File: src/rtl/alien_march_scheduler.sv
// alien_march_scheduler: once per frame, scans the alive matrix and steps, descends or holds the alien formation.
// Define MARCH_SPEEDUP_EN to make the step rate track the surviving population; otherwise every step takes BASE_DELAY frames.
module alien_march_scheduler #(
  parameter int NUM_ROWS    = 5,
  parameter int NUM_COLUMNS = 8,
  parameter int COL_PITCH   = 32,
  parameter int ROW_PITCH   = 24,
  parameter int START_X     = 64,
  parameter int START_Y     = 48,
  parameter int STEP_X      = 4,
  parameter int STEP_Y      = 8,
  parameter int X_MIN       = 8,
  parameter int X_MAX       = 632,
  parameter int FLOOR_Y     = 420,
  parameter int BASE_DELAY  = 8
) (
  input  logic                            clk,
  input  logic                            reset,
  input  logic                            vsync,
  input  logic                            run,
  input  logic [NUM_ROWS*NUM_COLUMNS-1:0] alive_matrix,
  output logic [9:0]                      formation_x,
  output logic [9:0]                      formation_y,
  output logic                            anim_frame,
  output logic                            step_pulse,
  output logic                            invaded,
  output logic                            cleared,
  output logic                            busy
);
  localparam int CW = NUM_COLUMNS > 1 ? $clog2(NUM_COLUMNS) : 1;
  localparam int RW = NUM_ROWS > 1 ? $clog2(NUM_ROWS) : 1;
  localparam int AW = $clog2(NUM_ROWS*NUM_COLUMNS+1);

  typedef enum logic [1:0] {IDLE, SCAN, DECIDE} state_t;

  state_t              state_q, state_d;
  logic                vsync_q, tick_q;
  logic [CW-1:0]       col_q, col_d, left_q, left_d, right_q, right_d;
  logic                found_q, found_d;
  logic [NUM_ROWS-1:0] rows_q, rows_d, col_bits;
  logic [AW-1:0]       cnt_q, cnt_d, col_pop;
  logic [5:0]          frame_q, frame_d;
  logic                dir_left_q, dir_left_d;
  logic [9:0]          x_q, x_d, y_q, y_d, y_next;
  logic                anim_q, anim_d, pulse_q, pulse_d, inv_q, inv_d, clr_q, clr_d;
  logic [RW-1:0]       bottom;
  logic [6:0]          fps;
  logic [10:0]         edge_r, edge_l;
  logic                go_down, floor_hit;

  always_comb begin
    col_bits = '0;
    col_pop  = '0;
    bottom   = '0;
    for (int r = 0; r < NUM_ROWS; r++) begin
      for (int c = 0; c < NUM_COLUMNS; c++)
        if (CW'(c) == col_q) col_bits[r] = alive_matrix[r*NUM_COLUMNS+c];
      col_pop = col_pop + AW'(col_bits[r]);
      if (rows_q[r]) bottom = RW'(r);
    end
  end

`ifdef MARCH_SPEEDUP_EN
  assign fps = 7'(cnt_q >> 1) + 7'd1;
`else
  assign fps = 7'(BASE_DELAY);
`endif

  // 11-bit edges keep the playfield comparisons free of wrap-around
  assign edge_r    = 11'(x_q) + 11'((int'(right_q) + 1) * COL_PITCH);
  assign edge_l    = 11'(x_q) + 11'(int'(left_q) * COL_PITCH);
  assign go_down   = dir_left_q ? (edge_l < 11'(X_MIN + STEP_X)) : (edge_r + 11'(STEP_X) > 11'(X_MAX));
  assign y_next    = go_down ? y_q + 10'(STEP_Y) : y_q;
  assign floor_hit = 11'(y_next) + 11'((int'(bottom) + 1) * ROW_PITCH) >= 11'(FLOOR_Y);

  always_comb begin
    state_d    = state_q;
    col_d      = col_q;
    left_d     = left_q;
    right_d    = right_q;
    found_d    = found_q;
    rows_d     = rows_q;
    cnt_d      = cnt_q;
    frame_d    = frame_q;
    dir_left_d = dir_left_q;
    x_d        = x_q;
    y_d        = y_q;
    anim_d     = anim_q;
    pulse_d    = 1'b0;
    inv_d      = inv_q;
    clr_d      = clr_q;
    case (state_q)
      IDLE: if (tick_q && run && !inv_q && !clr_q) begin
        state_d = SCAN;
        col_d   = '0;
        left_d  = '0;
        right_d = '0;
        found_d = 1'b0;
        rows_d  = '0;
        cnt_d   = '0;
      end
      SCAN: begin
        left_d  = (|col_bits && !found_q) ? col_q : left_q;
        right_d = |col_bits ? col_q : right_q;
        found_d = found_q | (|col_bits);
        rows_d  = rows_q | col_bits;
        cnt_d   = cnt_q + col_pop;
        col_d   = col_q + CW'(1);
        state_d = (col_q == CW'(NUM_COLUMNS - 1)) ? DECIDE : SCAN;
      end
      DECIDE: begin
        state_d = IDLE;
        if (run) begin
          if (cnt_q == '0) clr_d = 1'b1;
          else if ({1'b0, frame_q} + 7'd1 < fps) frame_d = (frame_q == 6'd63) ? frame_q : frame_q + 6'd1;
          else begin
            frame_d    = '0;
            pulse_d    = 1'b1;
            anim_d     = ~anim_q;
            y_d        = y_next;
            dir_left_d = go_down ? ~dir_left_q : dir_left_q;
            x_d        = go_down ? x_q : (dir_left_q ? x_q - 10'(STEP_X) : x_q + 10'(STEP_X));
            inv_d      = inv_q | floor_hit;
          end
        end
      end
      default: state_d = IDLE;
    endcase
  end

  always_ff @(posedge clk) begin
    if (reset) begin
      state_q    <= IDLE;
      vsync_q    <= 1'b0;
      tick_q     <= 1'b0;
      col_q      <= '0;
      left_q     <= '0;
      right_q    <= '0;
      found_q    <= 1'b0;
      rows_q     <= '0;
      cnt_q      <= '0;
      frame_q    <= '0;
      dir_left_q <= 1'b0;
      x_q        <= 10'(START_X);
      y_q        <= 10'(START_Y);
      anim_q     <= 1'b0;
      pulse_q    <= 1'b0;
      inv_q      <= 1'b0;
      clr_q      <= 1'b0;
    end else begin
      state_q    <= state_d;
      vsync_q    <= vsync;
      tick_q     <= vsync & ~vsync_q;
      col_q      <= col_d;
      left_q     <= left_d;
      right_q    <= right_d;
      found_q    <= found_d;
      rows_q     <= rows_d;
      cnt_q      <= cnt_d;
      frame_q    <= frame_d;
      dir_left_q <= dir_left_d;
      x_q        <= x_d;
      y_q        <= y_d;
      anim_q     <= anim_d;
      pulse_q    <= pulse_d;
      inv_q      <= inv_d;
      clr_q      <= clr_d;
    end
  end

  assign formation_x = x_q;
  assign formation_y = y_q;
  assign anim_frame  = anim_q;
  assign step_pulse  = pulse_q;
  assign invaded     = inv_q;
  assign cleared     = clr_q;
  assign busy        = state_q != IDLE;
endmodule
File: config.mk
export PLATFORM = sky130hd
export DESIGN_NAME = alien_march_scheduler
export DESIGN_NICKNAME = d
export VERILOG_FILES = /design/src/rtl/alien_march_scheduler.sv
export SDC_FILE = /design/constraint.sdc
export NUM_CORES = 1
export LEC_CHECK = 0
export ABC_AREA = 1
export CORE_ASPECT_RATIO = 1.75
export CORE_UTILIZATION = 40
export CTS_CLUSTER_DIAMETER = 40
export DETAILED_ROUTE_END_ITERATION = 6
export GPL_TIMING_DRIVEN = 0
export MAX_ROUTING_LAYER = met4
export PLACE_DENSITY = 0.69
export SYNTH_ARGS = -nofsm -noshare
export SYNTH_HDL_FRONTEND = slang
export SYNTH_SLANG_ARGS = --single-unit
File: constraint.sdc
create_clock -name clk -period 11.1 [get_ports clk]
set_input_delay 1.11 -clock clk [delete_from_list [all_inputs] [get_ports clk]]
set_output_delay 1.11 -clock clk [all_outputs]
set_load 0.01 [all_outputs]
==> metrics.md <==
| Metric | Value |
|---|---|
| CTS buffer count | `5` |
| Worst path depth | `19` |
| Fraction of the mapped netlist area in simple logic gates | `30.89%` |
| Complex-gate fraction of the synthesized area | `between 10% and 20%` |
| Max-capacitance violation count | `0` |
| Worst Hold Path Cells | `1` |
| RSZ-0062 raised after global routing | `false` |
| Final setup vio count | `0` |
| Post-CTS setup buffer count | `0` |
| # IOs | `69` |
| VDD IR max | `0.00006749 V` |
| Post-Route WL | `9.514 mm` |
| Initial antenna violation count | `0` |
| Critical Path AT | `roughly 4.6 ns` |
| Post-DP HPWL | `slightly below 8 mm` |
| Setup_tns | `0 ns` |
| RR Startpoint | `col_q[1]` |
| Via count | `~3800` |
| Slowest cell on crit path | `fa_1` |
| Rel. slew slack | `approximately 65%` |
| Comb pwr share | `between 20% and 30%` |
| Vias per cell | `between 4 and 5` |
| Area leader, netlist | `dfxtp_1` |
| Kind of critical path | `primary input to flip-flop` |
| Core area | `between 9000 and 10000 um^2` |
| Measured slew at the worst slew-check pin | `approximately 0.53 ns` |
| Max-slew violation count | `0` |
| GP Congestion | `~0.80` |
| Share of power burned in the clock network | `a little over a third` |
| Synth Instances | `576` |
| Total GRT Usage | `between 20% and 30%` |
| Share of layout cells above drive strength 1 | `about 6.1%` |
| Min cycle time layout | `between 4 and 5 ns` |
| Sequential cell area fraction in the yosys report | `between 20 and 30%` |
| Final Hold Viols | `0` |
| CTS sink cnt | `50` |
| HP Start | `vsync_q` |
| CTS root buffer | `clkbuf_16` |
| Rows | `47` |
| Number of global-route vias before repair | `about 3900` |
| Period utilisation layout | `around two fifths` |
| PwrDens | `around 94 nW/um^2` |
| Number of synthesized flops with an enable pin | `0` |
| Multiplexer area fraction after synthesis | `0%` |
| Layout net count | `739` |
| Resized cells post-CTS | `0` |
| Wire per inst | `roughly 12 um` |
| H-Tree Depth | `2` |
| Switch Pwr | `roughly 130 uW` |
| Crit-path cells | `clkdlybuf4s50_1, nand3_1, nand3_1, o21ai_0, a21oi_1, a21oi_1, o211ai_1, a22oi_1, inv_1, fa_1, inv_1, fa_1, inv_1, ha_1, fa_1, a21oi_1, nor2_1, o21ai_0, a21oi_1` |
| Mapped Area | `3889 um^2` |
| Xor/xnor cell area share of the yosys netlist | `2.477%` |
| Async SR Flop Fraction | `0%` |
| CTS Hold Bufs | `0` |
| Clock Tree Buf Depth | `2` |
| Status | `complete, no violations` |
| Starting DRT DRC Count | `around 180` |
| Area growth syn-to-layout | `24.45%` |
| Die area | `~10000 um^2` |
| Drt first pass iters | `4` |
| Adder-cell share of the synthesized area | `about 15%` |
| Ranking of synthesized cells by area | `dfxtp_1 (26%), nand2_1 (13%), ha_1 (12%), inv_1 (8.9%), nor2_1 (5.1%)` |
| Clock skew | `between 0.006 and 0.007 ns` |
| Pint | `around 320 uW` |
| P_leak | `between 2 and 2.5 nW` |
| Top delay family on crit path | `adder cells` |
| First-pass GRT wire length | `roughly 16 mm` |
| Antenna Nets Post-Route | `0` |
| PortBufs | `just over 60` |
| Drt drc | `0` |
| Die H | `132.4 um` |
| Distinct cells, synth | `44` |
| CTS tree | `done` |
| # diodes | `0` |
| Overflow after GRT | `0` |
| CP Max Fanout | `3` |
| Worst path max stage delay | `about 0.50 ns` |
| Yosys reg bits | `50` |
| Largest family of logic cells by synthesized area | `simple AND/OR/NAND/NOR gates` |
| Sw frac | `roughly 30%` |
| Most common cell in the netlist | `nand2_1` |
| Sequential share of power | `between 40% and 50%` |
| Startpoint Class | `primary input` |
| Fin Hold WS | `between 0.3 and 0.4 ns` |
| Clock transition at path regs | `~0.070 ns` |
| Most used DFF post-synth | `dfxtp_1` |
| Worst Setup End Kind | `flip-flop` |
| Clk_lat worst skew | `0.30 ns` |
| Synth warnings | `0` |
| Syn Area/Cell | `between 6 and 7 um^2` |
| CP most frequent cell | `a21oi_1` |
| CP startpoint | `alive_matrix[0]` |
| Largest net degree at the start of global routing | `17` |
| Chip width | `around 77 um` |
| Share of the synthesized area in the top cell type | `around 26%` |
| Synth cell count leaders | `nand2_1 (136), inv_1 (92), nor2_1 (53), dfxtp_1 (50)` |
| Worst EP required | `around 11 ns` |
| HP Class | `flip-flop to flip-flop` |
| F_max | `between 0.2 and 0.25 GHz` |
| Total chip power | `about 460 uW` |
| R2R depth | `22` |
| Fillers | `between 900 and 1000` |
| Initial cell density of the core | `about two fifths` |
| Buffers and inverters on the worst path | `4` |
==> kinds of logic (layout without fill, tap and decap cells) <==
| logic type | after synthesis | after routing |
|---|---|---|
| xor+xnor | 11 | 11 |
| compound gates | 98 | 98 |
| flops | 50 | 50 |
| buf+inv | 107 | 177 |
| simple gates | 265 | 265 |
| other cells | 1 | 7 |
| fa+ha+maj | 44 | 44 |
==> worst reg2reg max path: stages, from the launching register on <==
cell,delay (ns)
dfxtp_1,0.38
inv_1,0.10
ha_1,0.22
inv_1,0.15
nor2_1,0.12
nand2_1,0.08
nand3_1,0.07
o21ai_0,0.09
a21oi_1,0.11
a21oi_1,0.15
o211ai_1,0.10
a22oi_1,0.22
inv_1,0.09
fa_1,0.48
inv_1,0.05
fa_1,0.50
inv_1,0.04
ha_1,0.19
fa_1,0.41
a21oi_1,0.16
nor2_1,0.08
o21ai_0,0.17
a21oi_1,0.06
==> cells in the final DEF (no fill, tap or decap), types with 6 or more instances in the layout <==
cell,instances
xor2_1,9
inv_1,92
o22ai_1,6
nor2_1,53
buf_4,6
ha_1,38
dfxtp_1,50
o21ai_0,26
a21oi_1,39
clkdlybuf4s50_1,62
nand3_1,39
nand4_1,7
fa_1,6
conb_1,7
nand2_1,136
==> final cells by class <==
cell class	count	area, um^2	share of cell area (%)
clock buffers	6	138.9	2.870
plain buffers	11	65.06	1.344
multi-input cells	425	2482	51.29
well taps	122	152.6	3.154
flip-flops and latches	50	1001	20.68
repair buffers	62	620.6	12.82
clock inverters	2	16.27	0.3361
inverters	96	362.8	7.497
==> power by group through the flow <==
stage	Clock (mW)	Combinational, mW	Sequential (mW)
6_report	0.163	0.107	0.185
5_1_grt	0.172	0.122	0.186
4_1_cts	0.166	0.108	0.185
3_5_place_dp	0	0.107	0.190
3_3_place_gp	0	0.104	0.190
2_1_floorplan	0	0.0726	0.189
==> routing by layer <==
layer	track usage, %	vias up	routed length (um)	part of all wire [%]
met5	-	-	0	0
met2	42.34	95	5472	58
met3	2.138	14	258	2.7
met4	7.479	0	191	2.0
li1	-	2011	-	-
met1	19.46	1695	3593	38
==> registers in the layout (all words and copies together) (netlist names), 2 cells and up <==
signal / flops
cnt_q: 6
formation_x: 8
col_q: 3
frame_q: 6
rows_q: 4
formation_y: 7
state_q: 2
right_q: 3
left_q: 3
==> worst paths after layout <==
path	endpoint	slack (ns)
worst max-delay path	cnt_q[4]	6.71
worst min-delay path	tick_q	0.39
worst max register to register	cnt_q[4]	6.97
worst min register to register	tick_q	0.39
==> through the flow <==
step	utilization, %	instances	worst slack (ns)	instance area (um^2)
detailed placement	49.48	766	6.393	4684
global placement	49.48	766	6.491	4684
floorplan	-	582	7.194	3911
CTS	51.12	774	6.705	4840
global route	51.12	774	6.496	4840
finish	51.12	774	6.709	4840
Power figures use the tool's default switching activity.
==> edit 1: new RTL, config.mk and constraints unchanged <==
Add a define of `MARCH_SPEEDUP_EN`.
--- a/src/rtl/alien_march_scheduler.sv
+++ b/src/rtl/alien_march_scheduler.sv
@@ -2,2 +2,4 @@
 // Define MARCH_SPEEDUP_EN to make the step rate track the surviving population; otherwise every step takes BASE_DELAY frames.
+`define MARCH_SPEEDUP_EN
+
 module alien_march_scheduler #(
Function: same outputs for any inputs over 10 cycles, from zero or initial values and one cycle with reset high; that may be too few to reach the edited logic, so the function may still have changed.
==> edit 1 against the unedited design <==
Sequential cell count stayed put; final cell count is 5.8% higher; die area is 6.3% higher; synthesized area is 6.4% higher; total power is 3.6% higher; register-to-register slack worse by 110 ps; design area is 6.4% higher; setup slack better by 28 ps; synthesized cell count is 7.1% higher; wire length is 8.0% higher; clock power is 25% higher; global-route usage hardly changed; critical endpoint unchanged; largest cell class unchanged.
==> edit 1: results (changes against the unedited design) <==
stage,metric,value,unit,change
outcome,status,completed,,unchanged
logic_synthesis,list of most frequent post-synthesis cells,"nand2_1, inv_1, nor2_1, dfxtp_1, a21oi_1",,"was nand2_1, inv_1, nor2_1, dfxtp_1"
logic_synthesis,Mapped Avg Cell Area,6.71,um2,was 6.75 um2
grt,largest net degree at the start of global routing,16,,was 17
route,routed metal-1 wirelength,3.76,mm,was 3.59 mm
placed_design,IO buf count,63,,was 62
setup_path,RR Endpoint,invaded$_SDFFE_PP0P_,,was cnt_q[4]$_SDFFE_PP0P_
timing,Final Skew,5.41,ps,was 6.16 ps
logic_synthesis,Synth Area in Compound Gates,14.5,%,about the same
logic_synthesis,Post-Synth Adder-Cell Area,16.2,%,was 15.3%
setup_path,Worst R2R Path Depth,20,,was 22
placed_design,pre-CTS WS,6420,ps,was 6390 ps
placed_design,routability cong.,0.851,,was 0.798
route,WL per Instance,12.5,um,was 12.3 um
route,DR WL met3,307,um,was 258 um
clock_tree,clock latency on the worst-skew pair,290,ps,
final_layout,Layout Nets,787,,was 739
grt,met1 GRT Util,18.9,%,was 19.5%
min_path,HP Class,reg2reg,,unchanged
power,Peak VDD IR,0.0000970,V,was 0.0000675 V
grt,GR Util met2,41.2,%,was 42.3%
setup_path,worst reg2reg startpoint,formation_x[5]$_SDFFE_PP0P_,,was col_q[1]$_SDFFE_PP0P_
logic_synthesis,post-synthesis sequential area ratio,24.2,%,was 25.7%
placed_design,placed cell areas,4950,um2,was 4680 um2
timing,crit share post-route,39.3,%,was 39.6%
route,routed wl met2,5.77,mm,was 5.47 mm
placed_design,DP HPWL,8.55,mm,was 7.82 mm
setup_path,flop-to-flop setup slack,6860,ps,was 6970 ps
logic_synthesis,Post-Synth XOR/XNOR Area,4.02,%,was 2.48%
timing,max_slew headroom,56.3,%,was 64.9%
final_layout,Post-Layout Cell Count,819,,was 774
grt,GRT Util Overall,20.9,%,about the same
grt,first-pass GRT wire length,17.3,mm,was 16.5 mm
logic_synthesis,ranking of synthesized cells by area,"dfxtp_1, nand2_1, ha_1",,unchanged
timing,WHS,393,ps,was 394 ps
grt,vias in the first global route,4064,,was 3873
route,drt pass-1 iters,5,,was 4
logic_synthesis,"Top FF cell, synth",dfxtp_1,,unchanged
final_layout,share of cells above drive strength 1,6.34,%,was 6.13%
setup_path,arrival time worst endpoint,4520,ps,was 4580 ps
placed_design,placed insts,811,,was 766
power,Leak,2.37,nW,was 2.23 nW
edit 1: changes by cell type after synthesis, sizes merged, moves of 3 or more:
| cell | change |
|---|---|
| nand3 | +4 |
| xor2 | +7 |
| nand2 | +12 |
| clkbuf | +4 |
| or2 | +3 |
| o22ai | -6 |
| o211ai | +3 |
| nor2 | +4 |
| a21oi | +12 |
| buf | +3 |
| nor3b | +3 |
| inv | -10 |
| ha | +6 |
edit 1: area by class of cell:
class | instances | area, um2
Clock inverter | 2 | 60.1
Sequential cell | 50 | 1000
Inverter | 86 | 325
Buffer | 18 | 100
Clock buffer | 6 | 139
Fill cell | 1039 | 4820
Tap cell | 125 | 156
Multi-Input combinational cell | 469 | 2740
Timing Repair Buffer | 63 | 631
edit 1: report_power, final:
| group | internal [mW] | switching (mW) | leakage [nW] |
|---|---|---|---|
| clock | 0.135 | 0.0685 | 0.0971 |
| combinational | 0.0399 | 0.0446 | 1.87 |
| sequential | 0.182 | 0.00180 | 0.404 |
==> edit 2: new RTL, same flow settings <==
Made on the original files. Remove the register `pulse_q`: a continuous assignment takes its place, so the output `step_pulse` follows one clock earlier.
--- a/src/rtl/alien_march_scheduler.sv
+++ b/src/rtl/alien_march_scheduler.sv
@@ -146,3 +146,2 @@
       anim_q     <= 1'b0;
-      pulse_q    <= 1'b0;
       inv_q      <= 1'b0;
@@ -164,3 +163,2 @@
       anim_q     <= anim_d;
-      pulse_q    <= pulse_d;
       inv_q      <= inv_d;
@@ -169,2 +167,4 @@
   end
+
+  assign pulse_q = pulse_d;
 
Check against the original RTL: no difference found for any inputs over 10 cycles, from zero or initial values and one cycle with reset high; that may be too few to reach the edited logic, so the function may still have changed.
==> edit 2 against the unedited design <==
Synthesized area fell by 1.6%; clock power rose by 23%; maximum frequency fell by 2.5%; global-route usage fell by 1.4 points; sequential cell count fell by 1; final cell count fell by 1.8%; clock skew rose by 2.4 ps; design area fell by 0.57%; total power rose by 9.8%; utilization rose by 1.5 points; wire length fell by 3.4%; setup slack got worse by 110 ps; synthesized cell count fell by 2.1%.
==> edit 2: results (changes against the unedited design) <==
stage,metric,value,unit,change
timing,achievable frequency,222,MHz,was 228 MHz
min_path,HP Start,vsync_q$_SDFF_PP0_,,unchanged
setup_path,"Max FO, Critical Path",2,,was 3
logic_synthesis,list of most frequent post-synthesis cells,"nand2_1, inv_1, dfxtp_1, nor2_1, a21oi_1",,"was nand2_1, inv_1, nor2_1, dfxtp_1"
power,switching power,0.138,mW,was 0.133 mW
setup_path,flop-to-flop setup slack,6880,ps,was 6970 ps
timing,Final Skew,8.56,ps,was 6.16 ps
timing,max_slew headroom,65.3,%,was 64.9%
final_layout,non-clk buf share,14.4,%,was 14.2%
logic_synthesis,post-synthesis sequential area ratio,25.6,%,was 25.7%
outcome,status,completed,,unchanged
final_layout,Multi-Input Combinational,420,,was 425
min_path,Hold Path End,tick_q$_SDFF_PP0_,,unchanged
route,Iteration-0 DRC Markers,138,,was 178
setup_path,Worst R2R Path Depth,20,,was 22
final_layout,multi-input combinational area share,51.1,%,was 51.3%
setup_path,worst reg2reg startpoint,col_q[0]$_SDFFE_PP0P_,,was col_q[1]$_SDFFE_PP0P_
final_layout,Fill cells,897,,was 956
placed_design,DP HPWL,7.37,mm,was 7.82 mm
final_layout,Register Area,981,um2,was 1000 um2
final_layout,share of cells above drive strength 1,5.78,%,was 6.13%
setup_path,CP startpoint,alive_matrix[1],,was alive_matrix[0]
placed_design,pre-CTS WS,6310,ps,was 6390 ps
final_layout,Non-clk invs,89,,was 96
logic_synthesis,library cells used by synthesis,48,,was 44
grt,GRT Util Overall,19.5,%,was 20.9%
grt,first-pass GRT wire length,15.7,mm,was 16.5 mm
grt,vias in the first global route,3712,,was 3873
final_layout,"Buffers, non-clock",74,,was 73
logic_synthesis,post-synthesis register bit count,49,,was 50
final_layout,Layout Nets,727,,was 739
power,Leak,2.24,nW,was 2.23 nW
setup_path,arrival time worst endpoint,4700,ps,was 4580 ps
final_layout,ClkCell Share,4.03,%,was 3.21%
setup_path,Worst path most repeated cell,inv_1,,was a21oi_1
logic_synthesis,Ys Warns,0,,unchanged
route,WL final,9.19,mm,was 9.51 mm
route,Vias,3789,,was 3815
placed_design,routability cong.,0.833,,was 0.798
final_layout,CLK BUF,5,,was 6
-- edit 2: per-layer routing --
| layer | vias up | share of wire (%) | global-route usage, % |
|---|---|---|---|
| li1 | 1981 | - | - |
| met5 | - | 0 | - |
| met4 | 0 | 1.8 | 6.73 |
| met3 | 9 | 3.1 | 2.01 |
| met1 | 1711 | 40 | 19.3 |
| met2 | 88 | 55 | 38.5 |
-- edit 2: per-stage QoR --
step                hold slack [ps]  std cells  instance area [um2]
global placement                382        752                 4620
detailed placement              389        752                 4620
CTS                             400        760                 4810
finish                          395        760                 4810
floorplan                       374        570                 3850
global route                    404        760                 4810
-- edit 2: logic make-up after synthesis --
| kind of cell | share of synthesized area (%) |
|---|---|
| and+or+nand+nor | 29.8 |
| buffers and inverters | 10.6 |
| AOI/OAI and AO/OA | 15.3 |
| adders and majority gates | 15.6 |
| other | 0.0980 |
| DFF | 25.6 |
| xor gates and xnor gates | 2.98 |
-- edit 2: worst reg2reg max path: stages (launching register included) --
cell and delay (ps):
dfxtp_1 450, ha_1 220, ha_1 280, inv_1 110, o21ai_0 160, a21oi_1 70
o221ai_1 240, nand3_1 100, o21ai_0 130, inv_1 120, fa_1 510, inv_1 50
fa_1 500, inv_1 40, ha_1 210, fa_1 380, nand2_1 70, inv_1 50
o21ai_0 210, a21oi_1 110, o21a_1 110
-- edit 2: power groups by stage --
stage,Clock (mW),Combinational [mW],Sequential (mW)
2_1_floorplan,0,0.0804,0.186
3_5_place_dp,0,0.116,0.187
3_3_place_gp,0,0.112,0.187
5_1_grt,0.212,0.133,0.183
4_1_cts,0.206,0.116,0.183
6_report,0.201,0.116,0.183
